<file path="src/rtl/sync_fifo_flags.sv">
// Synchronous single-clock FIFO with arbitrary depth, occupancy count, programmable
// almost-full/almost-empty thresholds, optional FWFT read, flush and sticky error flags.
module sync_fifo_flags #(
    parameter int DATA_WIDTH = 8,
    parameter int DEPTH      = 7,
    parameter int FWFT       = 0,
    parameter int AFULL_TH   = DEPTH - 1,
    parameter int AEMPTY_TH  = 1,
    localparam int CW        = $clog2(DEPTH + 1)
) (
    input  logic                  clk,
    input  logic                  rst_n,
    input  logic                  flush,
    input  logic                  w_en,
    input  logic [DATA_WIDTH-1:0] data_in,
    input  logic                  r_en,
    output logic [DATA_WIDTH-1:0] data_out,
    output logic                  full,
    output logic                  empty,
    output logic                  almost_full,
    output logic                  almost_empty,
    output logic [CW-1:0]         count,
    input  logic                  clr_err,
    output logic                  overflow,
    output logic                  underflow
);

    localparam int PW = (DEPTH > 1) ? $clog2(DEPTH) : 1;
    localparam logic [PW-1:0] LAST_PTR = PW'(DEPTH - 1);
    localparam logic [CW-1:0] DEPTH_C  = CW'(DEPTH);
    localparam logic [CW-1:0] AF_C     = CW'(AFULL_TH);
    localparam logic [CW-1:0] AE_C     = CW'(AEMPTY_TH);

    logic [DATA_WIDTH-1:0] mem [DEPTH];
    logic [PW-1:0]         w_ptr;
    logic [PW-1:0]         r_ptr;
    logic                  wr_acc;
    logic                  rd_acc;

    assign full         = (count == DEPTH_C);
    assign empty        = (count == '0);
    assign almost_full  = (count >= AF_C);
    assign almost_empty = (count <= AE_C);

    // Full/empty gating alone resolves simultaneous access at the boundaries.
    assign wr_acc = w_en && !full && !flush;
    assign rd_acc = r_en && !empty && !flush;

    always_ff @(posedge clk) begin
        if (rst_n && wr_acc) begin
            mem[w_ptr] <= data_in;
        end
    end

    always_ff @(posedge clk) begin
        if (!rst_n || flush) begin
            w_ptr <= '0;
            r_ptr <= '0;
            count <= '0;
        end else begin
            if (wr_acc) begin
                w_ptr <= (w_ptr == LAST_PTR) ? '0 : w_ptr + PW'(1);
            end
            if (rd_acc) begin
                r_ptr <= (r_ptr == LAST_PTR) ? '0 : r_ptr + PW'(1);
            end
            case ({wr_acc, rd_acc})
                2'b10:   count <= count + CW'(1);
                2'b01:   count <= count - CW'(1);
                default: count <= count;
            endcase
        end
    end

    // A new error event in the same cycle as clr_err keeps the flag set.
    always_ff @(posedge clk) begin
        if (!rst_n) begin
            overflow  <= 1'b0;
            underflow <= 1'b0;
        end else begin
            if (w_en && full && !flush) begin
                overflow <= 1'b1;
            end else if (clr_err) begin
                overflow <= 1'b0;
            end
            if (r_en && empty && !flush) begin
                underflow <= 1'b1;
            end else if (clr_err) begin
                underflow <= 1'b0;
            end
        end
    end

    generate
        if (FWFT == 0) begin : g_std
            logic [DATA_WIDTH-1:0] dout_q;
            always_ff @(posedge clk) begin
                if (!rst_n) begin
                    dout_q <= '0;
                end else if (rd_acc) begin
                    dout_q <= mem[r_ptr];
                end
            end
            assign data_out = dout_q;
        end else begin : g_fwft
            assign data_out = empty ? '0 : mem[r_ptr];
        end
    endgenerate

endmodule

</file>
<file path="config.mk">
export PLATFORM = sky130hd
export DESIGN_NAME = sync_fifo_flags
export DESIGN_NICKNAME = d
export VERILOG_FILES = /design/src/rtl/sync_fifo_flags.sv
export SDC_FILE = /design/constraint.sdc
export NUM_CORES = 1
export LEC_CHECK = 0
export CAP_MARGIN = 20
export CORE_ASPECT_RATIO = 0.8
export CORE_MARGIN = 2
export CORE_UTILIZATION = 50
export CTS_BUF_LIST = sky130_fd_sc_hd__clkbuf_2 sky130_fd_sc_hd__clkbuf_4 sky130_fd_sc_hd__clkbuf_8
export DETAILED_ROUTE_END_ITERATION = 7
export GPL_ROUTABILITY_DRIVEN = 0
export GPL_TIMING_DRIVEN = 0
export PLACE_DENSITY = 0.69
export SYNTH_ARGS = -nofsm -noshare
export SYNTH_HDL_FRONTEND = slang
export SYNTH_SLANG_ARGS = --single-unit
</file>
<file path="constraint.sdc">
create_clock -name clk -period 3.2 [get_ports clk]
set_clock_uncertainty 0.1 [all_clocks]
set_input_delay 0.48 -clock clk [delete_from_list [all_inputs] [get_ports clk]]
set_output_delay 0.48 -clock clk [all_outputs]
set_load 0.02 [all_outputs]
</file>
==> results.py, run 1 <==
metrics = {
    "die": {
        "num_rows": 25,
        "die_w_um": 93.1,
        "start_util_pct": 52.8,
        "num_io_pins": 31,
        "die_area_um2": 7000,
        "die_y_um": 75.3,
        "core-area_um2": 6010,
    },
    "sta": {
        "max_clock_freq_mhz": 370,
        "rsz0062_at_grt": "false",
        "slew_viol_final": 0,
        "setup_viol": 0,
        "worst_pin_slew_ns": 0.888,
        "max_slew_margin_pct": 40.6,
        "hold_slack_ns": 0.370,
        "period_share_pct": 84.4,
        "final_hold_viol_count": 0,
        "fin_crit_ns": 2.70,
    },
    "power_and_ir_drop": {
        "p_total_mw": 1.86,
        "p_leak_nw": 1.23,
        "power_density_nw_per_um2": 490,
        "internal_power_mw": 1.48,
        "pwr-share-seq_pct": 57.0,
        "pwr-share-comb_pct": 5.6,
        "p_sw_mw": 0.379,
        "p_clk_share_pct": 37.4,
        "ir_worst_vdd_mv": 0.334,
        "switching_share_pct": 20.4,
    },
    "finish": {
        "final_cell_mix": "edfxtp_1, clkdlybuf4s50_1, nand2b_1",
        "final_common_cell": "edfxtp_1",
        "drive_gt1_share_pct": 11.5,
        "nNetsFinal": 276,
        "finalNonFillerCells": 341,
        "area_growth_syn_to_layout_pct": 19.3,
        "final_core_util_pct": 63.0,
        "n_antenna_cell": 0,
    },
    "worst_setup_path": {
        "cp_max_fo": 8,
        "reg2reg_depth": 5,
        "end_kind": "register",
        "r2r_setup_slack_ns": 0.50,
        "crit_chain": "ha_1 > ha_1 > nor4bb_1 > nand2_1 > nor2_1",
        "rr_endpoint": "mem[3][5]$_DFFE_PP_",
        "path_common_cell": "ha_1",
        "crit_arrival_ns": 2.56,
        "cp_data_required_time_ns": 3.06,
        "reg2reg_from": "count[0]$_SDFFE_PP0P_",
        "slowest_delay_ns": 0.72,
        "cpMaxStageDelayCell": "nor2_1",
        "crit_path_start_kind": "register",
        "criticalPathCategory": "reg -> reg",
    },
    "clock_tree": {
        "cts_hold_buffers": 0,
        "clock-root-buffer": "clkbuf_8",
        "cts-resized-gates": 0,
        "numCtsBuffers": 9,
        "cts_tree": "done",
        "clock_path_buffers": 2,
        "clkLatencyLatePin_ns": 0.34,
        "h-tree-depth": 3,
        "clk_pin_slew_ns": 0.07,
        "clock_sinks": 75,
        "postCtsSetupBuffers": 0,
    },
    "synth": {
        "ys_seq_area_share_pct": 65.0,
        "ys_ff_latch": 75,
        "synth_xor_area_share_pct": 0.552,
        "synth_compound_area_share_pct": 9.50,
        "muxShareOfSynthArea_pct": 9.46,
        "netlist.area_leader.share_pct": 53.0,
        "syn_area_per_cell_um2": 15.0,
        "synth_simple_gate_area_share_pct": 8.95,
        "synthCells": 212,
        "synth_area_leaders": "edfxtp_1, dfxtp_1, mux4_1",
        "synth_area_um2": 3170,
        "synth_top_family_by_area": "compound AO/OA/AOI/OAI gates",
        "ys_types": 36,
        "yosysTopAreaCell": "edfxtp_1",
        "synth-adder-area-share_pct": 2.76,
        "syn-num-nets": 233,
        "yosysWarnings": 0,
    },
    "grt": {
        "grt_pass1_wl_um": 8960,
        "antenna_found_initial": 0,
        "grt_use_total_pct": 18.2,
        "grt_pass1_vias": 1687,
        "grt_max_degree": 14,
        "overflow": 0,
    },
    "route": {
        "drtPass1Iterations": 4,
        "drc": 0,
        "via_count": 1810,
        "ant_nets": 0,
        "dr.first_iter.drc_count": 106,
        "avgRoutedWirePerCell_um": 16.5,
        "vias_per_cell": 5.31,
        "wl_um": 5610,
    },
    "min_path": {
        "holdPathEnd": "overflow$_SDFFE_PN0P_",
        "min_from": "overflow$_SDFFE_PN0P_",
        "hold_depth": 2,
        "hp-class": "reg -> reg",
    },
    "placed_design": {
        "dp.cells": 325,
        "port_buffers": 30,
        "hpwlAfterDp_um": 4080,
    },
    "status": {
        "status": "complete, no violations",
    },
    "flow_run": {
        "drv_cap": 0,
    },
}
sequential cells by signal, summed over array words and instances (netlist names):
name,count
overflow,1
underflow,1
count,3
w_ptr,3
r_ptr,3
data_out,8
mem,56
Yosys cell counts, drive strengths merged:
cell and instances:
a211oi 2, a21bo 1, a21o 1, a21oi 17
a311oi 9, a31oi 1, a41oi 1, and2 1
buf 8, clkbuf 3, clkinv 1, dfxtp 19
edfxtp 56, ha 7, inv 5, mux2 8
mux4 8, nand2 4, nand2b 22, nand3 2
nand3b 3, nand4b 1, nor2 10, nor2b 3
nor3 2, nor3b 1, nor4bb 1, o211ai 8
o21a 2, o21ai 3, xor2 2
kinds of logic after synthesis:
family          count (synthesis)
compound gates                 45
xor+xnor                        2
fa+ha+maj                       7
buf+inv                        17
flops                          75
mux                            16
simple gates                   50
final cells by class:
class                           count  area, µm²
Clock buffer                       11        139
Timing Repair Buffer               32        315
Fill cell                         477       2220
Tap cell                           81        101
Sequential cell                    75       2060
Buffer                             11       97.6
Inverter                            6       22.5
Multi-Input combinational cell    120        991
Clock inverter                      5       56.3
metal layers:
metal,wire length [µm],vias up,GRT usage [%]
li1,-,905,-
met3,318,2,6.61
met5,0,-,0
met2,2460,48,25.5
met4,24,0,5.88
met1,2810,855,26.6
worst max-delay path: cells and delay by family (launching register included):
kind                     cells  cell delay, ns
adder cells (fa/ha/maj)      2            0.43
AND/OR/NAND/NOR              3            1.43
flip-flops                   1            0.36
power groups by stage:
stage / logic (mW) / registers (mW) / clock network, mW
5_1_grt: 0.116 / 1.06 / 0.760
6_report: 0.104 / 1.06 / 0.694
3_3_place_gp: 0.103 / 1.08 / 0
4_1_cts: 0.105 / 1.06 / 0.714
2_1_floorplan: 0.0458 / 1.09 / 0
3_5_place_dp: 0.105 / 1.08 / 0
stage by stage:
stage	setup WS (ns)	cell area [µm²]	setup TNS [ns]
6_report	0.498	3780	0
5_1_grt	0.312	3780	0
4_1_cts	0.426	3780	0
3_5_place_dp	0.261	3590	0
3_3_place_gp	-0.0589	3570	-0.835
2_1_floorplan	0.703	3170	0
worst max path at each step:
stage	from	depth (start not counted)	slack [ns]	end
global route	count[0]$_SDFFE_PP0P_	6	0.31	empty
global placement	w_en	4	-0.06	mem[0][0]$_DFFE_PP_
floorplan	count[0]$_SDFFE_PP0P_	5	0.70	mem[0][0]$_DFFE_PP_
finish	count[0]$_SDFFE_PP0P_	5	0.50	mem[3][5]$_DFFE_PP_
CTS	count[0]$_SDFFE_PP0P_	5	0.43	mem[3][5]$_DFFE_PP_
detailed placement	w_en	4	0.26	mem[3][6]$_DFFE_PP_
Note: power is estimated with default switching activity, not from simulation.
==> run 2: changes to the inputs <==
Settings changed: PLACE_DENSITY 0.69 to 0.72.
Clock period 3.2 ns to 2.2 ns, I/O delays scaled along.
==> results.py, run 2 (synthesis results as in run 1) <==
metrics = {
    "clock_tree": {
        "clock-root-buffer": "clkbuf_8",
        "clkLatencyLatePin_ns": 0.34,
        "clk_pin_slew_ns": 0.07,
        "h-tree-depth": 3,
        "cts_hold_buffers": 0,
        "clock_path_buffers": 2,
        "numCtsBuffers": 9,
        "cts_tree": "done",
        "clock_sinks": 75,
    },
    "power_and_ir_drop": {
        "p_clk_share_pct": 37.5,
        "ir_worst_vdd_mv": 0.547,
        "power_density_nw_per_um2": 689,
        "pwr-share-comb_pct": 6.1,
        "p_sw_mw": 0.559,
        "switching_share_pct": 20.5,
        "internal_power_mw": 2.17,
        "pwr-share-seq_pct": 56.4,
        "p_leak_nw": 1.28,
        "p_total_mw": 2.73,
    },
    "sta": {
        "rsz0062_at_grt": "false",
        "fin_crit_ns": 2.11,
        "period_share_pct": 96.1,
        "final_hold_viol_count": 0,
        "tns_ns": 0,
        "max_clock_freq_mhz": 473,
        "worst_pin_slew_ns": 0.511,
        "max_slew_margin_pct": 65.9,
        "setup_viol": 0,
        "slew_viol_final": 0,
    },
    "finish": {
        "final_cell_mix": "edfxtp_1, clkdlybuf4s50_1, nand2b_1",
        "fillCellCount": 445,
        "nNetsFinal": 278,
        "largest_register_ffs": 56,
        "drive_gt1_share_pct": 18.3,
        "postLayoutCellArea_um2": 3970,
        "area_growth_syn_to_layout_pct": 25.0,
        "multiInputGateArea_um2": 1100,
        "n_antenna_cell": 0,
        "regMostFlops": "mem",
        "final_common_cell": "edfxtp_1",
        "finalNonFillerCells": 343,
        "register_area_um2": 2070,
    },
    "die": {
        "num_rows": 25,
        "core-area_um2": 6010,
        "die_w_um": 93.1,
        "start_util_pct": 52.8,
        "die_y_um": 75.3,
        "die_area_um2": 7000,
        "num_io_pins": 31,
    },
    "flow_run": {
        "drv_cap": 0,
    },
    "grt": {
        "grt_use_total_pct": 18.8,
        "antenna_found_initial": 0,
        "grt_max_degree": 13,
        "grt_pass1_wl_um": 9200,
        "overflow": 0,
        "grt_pass1_vias": 1696,
    },
    "min_path": {
        "hp-class": "reg -> reg",
    },
    "placed_design": {
        "hpwlAfterDp_um": 3860,
        "port_buffers": 30,
        "placed_area_um2": 3590,
        "dp.cells": 323,
    },
    "route": {
        "drtPass1Iterations": 4,
        "wl_um": 5890,
        "avgRoutedWirePerCell_um": 17.2,
        "vias_per_cell": 5.45,
        "via_count": 1869,
        "ant_nets": 0,
        "drc": 0,
        "dr.first_iter.drc_count": 152,
    },
    "worst_setup_path": {
        "crit_path_start_kind": "register",
        "end_kind": "register",
        "cp_max_fo": 8,
        "crit_arrival_ns": 2.03,
        "criticalPathCategory": "reg -> reg",
        "cp_data_required_time_ns": 2.11,
    },
    "status": {
        "status": "complete, no violations",
    },
}
## run 2: critical path: stages (launching register included)
cell	delay (ns)
dfxtp_4	0.37
ha_1	0.22
ha_4	0.19
nor4bb_4	0.35
nand2b_1	0.10
buf_4	0.18
nor2_4	0.27
## run 2: per-stage QoR
| step | setup WS (ns) | hold WS (ns) | util (%) |
|---|---|---|---|
| global route | 0.00223 | 0.405 | 66.0 |
| global placement | -0.507 | 0.357 | 59.8 |
| floorplan | -0.0852 | 0.329 | - |
| finish | 0.0852 | 0.367 | 66.0 |
| detailed placement | -0.523 | 0.358 | 59.8 |
| CTS | 0.00317 | 0.370 | 65.1 |
## run 2: final timing paths
check                                            from               endpoint  slack (ns)  cells after the start
worst min register to register  overflow$_SDFFE_PN0P_  overflow$_SDFFE_PN0P_        0.37                      2
worst max-delay path            count[0]$_SDFFE_PP0P_    mem[2][2]$_DFFE_PP_        0.09                      6
worst min-delay path            overflow$_SDFFE_PN0P_  overflow$_SDFFE_PN0P_        0.37                      2
worst max register to register  count[0]$_SDFFE_PP0P_    mem[2][2]$_DFFE_PP_        0.09                      6
## run 2: layout make-up
cell class | count | share of cell area (%)
buffer | 11 | 2.62
clock buffer | 12 | 3.69
clock inverter | 4 | 1.29
inverter | 6 | 0.568
multi-input combinational | 120 | 27.8
sequential | 75 | 52.1
tap | 81 | 2.56
timing repair buffer | 34 | 9.37
## run 2: repair_timing
action                                  in CTS  in global routing
pin swaps                                    3                  5
gates resized for setup                     20                 10
buffers inserted                             3                  1
endpoints found under the setup margin      63                 54
## run 2: metal layers
| metal | GRT usage (%) | routed length, µm | vias up |
|---|---|---|---|
| met5 | 0 | 0 | - |
| met4 | 6.21 | 70 | 0 |
| met3 | 7.01 | 506 | 7 |
| met2 | 30.8 | 2800 | 65 |
| met1 | 23.7 | 2510 | 885 |
| li1 | - | - | 912 |
## run 2: power by group through the flow
stage | sequential (mW) | clock (mW) | combinational, mW
2_1_floorplan | 1.58 | 0 | 0.0670
3_3_place_gp | 1.57 | 0 | 0.148
3_5_place_dp | 1.57 | 0 | 0.151
4_1_cts | 1.54 | 1.06 | 0.163
5_1_grt | 1.54 | 1.12 | 0.182
6_report | 1.54 | 1.02 | 0.167
